--- config.mk ---
export PLATFORM = sky130hd
export DESIGN_NAME = sobol_seq_gen_flat
export DESIGN_NICKNAME = d
export VERILOG_FILES = /design/src/rtl/sobol_seq_gen_pkg.sv /design/src/rtl/sobol_seq_gen_if.sv /design/src/rtl/sobol_seq_gen_lsz_idx.sv /design/src/rtl/sobol_seq_gen.sv /design/src/flat_wrapper.sv
export SDC_FILE = /design/constraint.sdc
export NUM_CORES = 1
export LEC_CHECK = 0
export BUFFER_PORTS_ARGS = -buffer_cell sky130_fd_sc_hd__buf_2
export CAP_MARGIN = 20
export CORE_AREA = 2 2 39 41
export DETAILED_ROUTE_END_ITERATION = 10
export DIE_AREA = 0 0 41 43
export PLACE_DENSITY_LB_ADDON = 0.25
export SYNTH_ARGS = -nofsm -noshare
export SYNTH_HDL_FRONTEND = slang
export SYNTH_SLANG_ARGS = --single-unit
--- constraint.sdc ---
create_clock -name iClk -period 1.42 [get_ports iClk]
set_clock_uncertainty 0.05 [all_clocks]
set_input_delay 0.071 -clock iClk [delete_from_list [all_inputs] [get_ports iClk]]
set_output_delay 0.071 -clock iClk [all_outputs]
set_load 0.02 [all_outputs]
--- src/rtl/sobol_seq_gen_pkg.sv ---
// Shared constants and direction-vector generation for the Sobol sample generator.
// The vectors are MSB-aligned and are evaluated at elaboration time only.
package sobol_pkg;

  localparam int SOBOL_BITWIDTH = 8;
  localparam int SOBOL_MAX_W    = 16;

  typedef logic [SOBOL_MAX_W-1:0] dirvec_t;
  typedef dirvec_t dirvec_tab_t [2][SOBOL_MAX_W];

  // dim 0: V[k] = 1 << (bw-1-k); dim 1: V[k] = V[k-1] ^ (V[k-1] >> 1)
  function automatic dirvec_t dirvec(input int bw, input logic dim, input int k);
    dirvec_t v;
    v = dirvec_t'(1) << (bw - 1);
    for (int j = 0; j < SOBOL_MAX_W; j++) begin
      if (j < k) begin
        v = dim ? (v ^ (v >> 1)) : (v >> 1);
      end
    end
    return v;
  endfunction

endpackage

--- src/rtl/sobol_seq_gen_if.sv ---
// Enable/clear/count bundle shared with the upstream counter, plus the sample output.
interface sobol_seq_gen_if
  import sobol_pkg::*;
#(
  parameter int BITWIDTH = SOBOL_BITWIDTH
) ();

  logic                iEn;
  logic                iClr;
  logic [BITWIDTH-1:0] iCnt;
  logic                iDim;
  logic [BITWIDTH-1:0] oOut;
  logic                oVld;

  modport master (
    output iEn, iClr, iCnt, iDim,
    input  oOut, oVld
  );

  modport slave (
    input  iEn, iClr, iCnt, iDim,
    output oOut, oVld
  );

endinterface

--- src/rtl/sobol_seq_gen_lsz_idx.sv ---
// Least-significant-zero priority encoder; all_ones flags an all-ones input
// (idx is then 0 and must be ignored).
module lsz_idx #(
  parameter int BITWIDTH = 8,
  parameter int IDXW     = $clog2(BITWIDTH)
) (
  input  logic [BITWIDTH-1:0] cnt,
  output logic [IDXW-1:0]     idx,
  output logic                all_ones
);

  always_comb begin
    idx      = '0;
    all_ones = &cnt;
    // Scan downward so the lowest zero bit is the last one written.
    for (int i = BITWIDTH - 1; i >= 0; i--) begin
      if (!cnt[i]) begin
        idx = IDXW'(i);
      end
    end
  end

endmodule

--- src/rtl/sobol_seq_gen.sv ---
// Gray-code Sobol generator: x(n+1) = x(n) ^ V[dim][lsz(n)], restarting at 0
// when the upstream counter wraps. One registered sample per enabled cycle.
module sobol_seq_gen
  import sobol_pkg::*;
#(
  parameter int BITWIDTH = SOBOL_BITWIDTH
) (
  input  logic            iClk,
  input  logic            iRstN,
  sobol_seq_gen_if.slave  bus
);

  localparam int IDXW = $clog2(BITWIDTH);

  logic [BITWIDTH-1:0] v_tab [2][BITWIDTH];
  logic [IDXW-1:0]     lsz;
  logic                all_ones;
  logic [BITWIDTH-1:0] v_sel;
  logic [BITWIDTH-1:0] out_reg, out_next;
  logic                vld_reg, vld_next;

  generate
    for (genvar gi = 0; gi < BITWIDTH; gi++) begin : g_dirvec
      assign v_tab[0][gi] = BITWIDTH'(dirvec(BITWIDTH, 1'b0, gi));
      assign v_tab[1][gi] = BITWIDTH'(dirvec(BITWIDTH, 1'b1, gi));
    end
  endgenerate

  lsz_idx #(
    .BITWIDTH (BITWIDTH),
    .IDXW     (IDXW)
  ) u_lsz (
    .cnt      (bus.iCnt),
    .idx      (lsz),
    .all_ones (all_ones)
  );

  assign v_sel = v_tab[bus.iDim][lsz];

  always_comb begin
    out_next = out_reg;
    vld_next = 1'b0;
    if (bus.iClr) begin
      out_next = '0;
    end else if (bus.iEn) begin
      vld_next = 1'b1;
      out_next = all_ones ? '0 : (out_reg ^ v_sel);
    end
  end

  always_ff @(posedge iClk) begin
    if (!iRstN) begin
      out_reg <= '0;
      vld_reg <= 1'b0;
    end else begin
      out_reg <= out_next;
      vld_reg <= vld_next;
    end
  end

  assign bus.oOut = out_reg;
  assign bus.oVld = vld_reg;

endmodule
--- src/flat_wrapper.sv ---
// flat-port wrapper written by rule: the top's interface ports become plain ports
module sobol_seq_gen_flat import sobol_pkg::*;
#(
  parameter int BITWIDTH = SOBOL_BITWIDTH
)
  (iClk, iRstN, bus_iEn, bus_iClr, bus_iCnt, bus_iDim, bus_oOut, bus_oVld);
  sobol_seq_gen_if #(.BITWIDTH(BITWIDTH)) bus_i ();
  input  logic iClk;
  input  logic iRstN;
  input wire logic [$bits(bus_i.iEn)-1:0] bus_iEn;
  input wire logic [$bits(bus_i.iClr)-1:0] bus_iClr;
  input wire logic [$bits(bus_i.iCnt)-1:0] bus_iCnt;
  input wire logic [$bits(bus_i.iDim)-1:0] bus_iDim;
  output wire logic [$bits(bus_i.oOut)-1:0] bus_oOut;
  output wire logic [$bits(bus_i.oVld)-1:0] bus_oVld;
  assign bus_i.iEn = bus_iEn;
  assign bus_i.iClr = bus_iClr;
  assign bus_i.iCnt = bus_iCnt;
  assign bus_i.iDim = bus_iDim;
  assign bus_oOut = bus_i.oOut;
  assign bus_oVld = bus_i.oVld;
  sobol_seq_gen #(.BITWIDTH(BITWIDTH)) u_core (.iClk(iClk), .iRstN(iRstN), .bus(bus_i));
endmodule
==> impl_metrics.toml, run 1 <==
[floorplanning]
rows = 14
core_um2 = 1380
die_h_um = 43
ios = 22
dieArea_um2 = 1760
start_util_pct = 40.9
chipWidth_um = 41

[cts]
clockBufferDepth = 2
clock_sinks = 9
numCtsBuffers = 3
post-cts-setup-buffer-count = 0
clk_pin_slew_ns = 0.06
htreeDepth = 1
clk_latency_ns = 0.26
cts_hold_buf = 0
cts_tree = "done"
ctsRootBufferMaster = "clkbuf_4"
cts_resized = 0

[worst_setup_path]
worstSetupEndpointType = "flip-flop"
rr_worst_depth = 2
crit_path_start_kind = "flip-flop"
reg2reg_from = "u_core.bus.oOut[4]"
critPathRequiredTime_ns = 1.57
cp_max_fo = 3
crit_start = "u_core.bus.oOut[4]"
crit_arrival_ns = 1.24
crit_type = "reg -> reg"

[final_layout]
fin_nets = 106
post-route-cell-area_um2 = 721
final_common_cell = "buf_2"
syn_to_final_growth_pct = 27.4
fin_util_pct = 52.1
layoutNonFillerInstCount = 108
antennaDiodeCount = 0
drive_above_1_share_pct = 39.1
mostFrequentLayoutCells = "21 x buf_2, 9 x nor2_1, 9 x dfxtp_1, 6 x nand2_1, 6 x inv_1"

[yosys]
synth_nets = 79
yosysUniqueCellTypes = 31
yosysTopAreaCellShare_pct = 31.9
synth_top_cell_by_area = "dfxtp_1"
ys_ff_latch = 9
ys_seq_area_share_pct = 31.9
synth_cells = 66
synth_area_leaders = "dfxtp_1 32%, a211o_1 6.2%, nor2_1 6.0%"
yosysWarnings = 0
syn_area_um2 = 566
syn_area_per_cell_um2 = 8.57

[power_and_ir_drop]
leakagePower_nw = 0.332
p_total_mw = 0.566
ir_worst_vdd_v = 0.000403
pwr_density_cell_nw_per_um2 = 785

[routing]
wirelength_um = 1290
drc_errors = 0
vias_per_cell = 5.34
vias = 577
ant_nets = 0
drt_iter0_drc = 17
drtPass1Iterations = 5
avgRoutedWirePerCell_um = 11.9

[sta]
final_hold_viol_count = 0
max_freq_mhz = 917
slew_viol_final = 0
fin_tns_setup_ns = 0
setup_viol = 0
relSlewSlack_pct = 62.5
finalCritPeriodShare_pct = 76.8
hold_ws_ns = 0.0314
timing.final.ws_setup_ns = 0.329
worst_pin_slew_ns = 0.561
layout_min_cycle_time_ns = 1.09
rsz0062_at_grt = "no"

[place]
dp_slack_ns = 0.124
port_buffers = 21
gp_congestion = 0.803
dp.cells = 104
place_area_um2 = 694
dpl.hpwl_um = 975

[min_path]
hold_path.class = "in -> reg"
holdPathStages = 2
min_from = "iRstN"

[global_route]
grt-ovfl-total = 0
antenna_found_initial = 0
grt_pass1_vias = 482
grtUsageTotal_pct = 16.9
grt_max_degree = 13
grt_pass1_wl_um = 2020

[run_status]
status = "finished clean"

[run]
drv_cap = 0
## critical path: stages, from the launching register on
cell and delay, ns:
dfxtp_1 0.32, or4_4 0.53, a21oi_2 0.13
## path summary, 6_finish.rpt
kind	to	slack, ns
worst max-delay path	u_core.bus.oOut[4]	0.33
worst min-delay path	u_core.bus.oVld	0.03
worst max register to register	u_core.bus.oOut[4]	0.33
worst min register to register	u_core.bus.oOut[4]	0.44
## cells in the mapped netlist, drive strengths merged
cell,number
dfxtp,9
nand2b,2
o21bai,1
buf,1
a41oi,1
xor2,3
or4,1
o31ai,1
nand3b,1
a311oi,1
nand4,1
inv,6
a21bo,1
a21oi,2
a21boi,2
and3,1
nand2,6
o21a,1
nand3,6
nor3b,1
o211ai,1
a211o,4
o221ai,1
o311ai,1
nor2,9
o21ai,2
## layout make-up
cell class | count | area (um^2)
fill | 134 | 663
clock buffer | 4 | 26.3
multi-input combinational | 50 | 352
sequential | 9 | 180
timing repair buffer | 23 | 120
tap | 16 | 20.0
inverter | 6 | 22.5
## routing by layer
layer  up-vias  global-route usage [%]  wire [um]
met5         -                       0          0
met4         0                    8.67         28
met3         4                    5.24         76
met2        18                    25.3        577
met1       267                    20.7        603
li1        288                       -          -
## state kept, by name, indices dropped and copies added, names as in the netlist
register	flops
u_core.bus.oVld	1
u_core.bus.oOut	8
## power breakdown
group	switching, mW	internal, mW
clock	0.0940	0.109
combinational	0.0609	0.0423
sequential	0.00266	0.257
total	0.158	0.408
## cell families after synthesis
kind of cell,after synthesis,synth area share (%)
flops,9,31.9
buf+inv,7,5.97
simple gates,28,27.4
xor+xnor,3,4.65
compound gates,19,30.1
No activity file was read; power rests on OpenSTA's default activity.
==> run 2: changes to the inputs <==
Clock period 1.42 ns to 1.07 ns, I/O delays scaled along.
==> run 2 against run 1 <==
  * Via count rose by 4.9%
  * Sequential cell count did not move
  * Count of clock-buffer cells in the layout did not move
  * Largest cell class unchanged
  * Critical path depth did not move
  * First-iteration DRC count fell by 71%
  * Maximum frequency rose by 4.7%
  * Setup slack got worse by 0.30 ns
  * Die area did not move
  * Highest routed layer unchanged
  * Sequential share of layout area fell by 2.2 points
==> impl_metrics.toml, run 2 (same netlist as run 1, synthesis figures left out) <==
[final_layout]
largest_reg_flops = 8
antennaDiodeCount = 0
n_fill_cell = 138
post-route-cell-area_um2 = 807
fin_nets = 117
final_common_cell = "buf_2"
drive_above_1_share_pct = 46.6
mostFrequentLayoutCells = "21 x buf_2, 13 x buf_4, 9 x nor2_1, 8 x dfxtp_1"
syn_to_final_growth_pct = 42.7

[min_path]
hold_path.class = "in -> reg"
holdPathStages = 2
min_from = "iRstN"
hold_end = "u_core.bus.oVld"

[cts]
cts_hold_buf = 0
htreeDepth = 1
cts_tree = "done"
numCtsBuffers = 3
ctsRootBufferMaster = "clkbuf_4"
cts_resized = 0
clk_pin_slew_ns = 0.07
clock_sinks = 9
clockBufferDepth = 2
clk_latency_ns = 0.26

[sta]
finalCritPeriodShare_pct = 97.4
final_hold_viol_count = 0
setup_viol = 0
slew_viol_final = 0
timing.final.ws_setup_ns = 0.0277
max_freq_mhz = 959
hold_ws_ns = 0.0118
rsz0062_at_grt = "yes"
worst_pin_slew_ns = 0.303
relSlewSlack_pct = 79.5
layout_min_cycle_time_ns = 1.04

[routing]
drt_iter0_drc = 5
drc_errors = 0
vias_per_cell = 5.08
wirelength_um = 1290
vias = 605
avgRoutedWirePerCell_um = 10.9
ant_nets = 0
drtPass1Iterations = 4

[floorplanning]
die_h_um = 43
dieArea_um2 = 1760
start_util_pct = 40.9
core_um2 = 1380
ios = 22
chipWidth_um = 41
rows = 14

[global_route]
grt_max_degree = 13
antenna_found_initial = 0
grt-ovfl-total = 0
grt_pass1_vias = 552
grtUsageTotal_pct = 16.7
grt_pass1_wl_um = 2010

[worst_setup_path]
rr_worst_depth = 2
crit_arrival_ns = 1.19
timing.rr.end = "u_core.bus.oOut[4]"
crit_buf_inv = 0
crit_type = "reg -> reg"
crit_family = "simple AND/OR/NAND/NOR gates"
crit_chain = "or4_4, a21oi_2"
cp_max_fo = 2
reg2reg_from = "u_core.bus.oOut[4]"
rrSetupSlack_ns = 0.03
max_stage_delay_ns = 0.47
worstSetupEndpointType = "flip-flop"
critPathRequiredTime_ns = 1.22
crit_path_start_kind = "flip-flop"
cp_slowest_cell = "or4_4"

[power_and_ir_drop]
pwr_density_cell_nw_per_um2 = 955
ir_worst_vdd_v = 0.000497
leakagePower_nw = 0.386
switching_share_pct = 27.5
p_seq_share_pct = 44.4
p_int_mw = 0.559
clockPowerShare_pct = 34.8
pwr-share-comb_pct = 20.7
p_sw_mw = 0.212

[place]
dp_slack_ns = -0.190
dpl.hpwl_um = 1030
port_buffers = 21
gp_congestion = 0.837
place_area_um2 = 773

[run]
drv_cap = 0

[run_status]
status = "finished clean"
-- run 2: changes by cell type in the layout (fill, tap and decap cells not counted) --
cell	previous run	this run
dfxtp_1	9	8
dfxtp_4	0	1
buf_4	2	13
-- run 2: how the worst max path moves through the flow --
stage	cells past startpoint	end	from
5_1_grt	2	u_core.bus.oOut[4]	u_core.bus.oOut[4]
2_1_floorplan	2	u_core.bus.oOut[4]	u_core.bus.oOut[4]
4_1_cts	2	u_core.bus.oOut[4]	u_core.bus.oOut[4]
3_3_place_gp	6	u_core.bus.oOut[4]	bus_iCnt[7]
6_report	2	u_core.bus.oOut[4]	u_core.bus.oOut[4]
3_5_place_dp	6	u_core.bus.oOut[4]	bus_iCnt[7]
-- run 2: layer usage --
layer | share of wire (%) | wire length, um | track usage [%]
met2 | 48 | 621 | 27.5
met3 | 5.5 | 71 | 4.71
met5 | 0 | 0 | 0
met4 | 0.85 | 11 | 8.00
met1 | 46 | 588 | 18.4
-- run 2: power by group through the flow --
stage / clock, mW / sequential, mW / combinational [mW]
3_3_place_gp: 0 / 0.350 / 0.156
3_5_place_dp: 0 / 0.350 / 0.159
6_report: 0.269 / 0.342 / 0.160
4_1_cts: 0.282 / 0.342 / 0.160
5_1_grt: 0.293 / 0.343 / 0.174
2_1_floorplan: 0 / 0.358 / 0.0707
-- run 2: area by class of cell --
cell class / instances / area (um^2) / area share [%]
Inverter: 6 / 22.5 / 2.79
Multi-Input combinational cell: 50 / 352 / 43.6
Tap cell: 16 / 20.0 / 2.48
Timing Repair Buffer: 34 / 203 / 25.1
Sequential cell: 9 / 184 / 22.8
Clock buffer: 4 / 26.3 / 3.26
-- run 2: what timing repair did --
action	CTS	global route
buffers inserted	1	0
pin swaps	2	1
setup endpoints to repair	1	1
endpoints found under the hold margin	0	0
-- run 2: per-stage QoR --
step / total power [mW] / TNS (ns) / utilization (%) / instances
floorplan: 0.429 / -0.0342 / - / 66
global placement: 0.506 / -0.873 / 55.9 / 114
detailed placement: 0.509 / -0.970 / 55.9 / 114
CTS: 0.784 / 0 / 58.3 / 119
global route: 0.810 / -0.00149 / 58.3 / 119
finish: 0.771 / 0 / 58.3 / 119
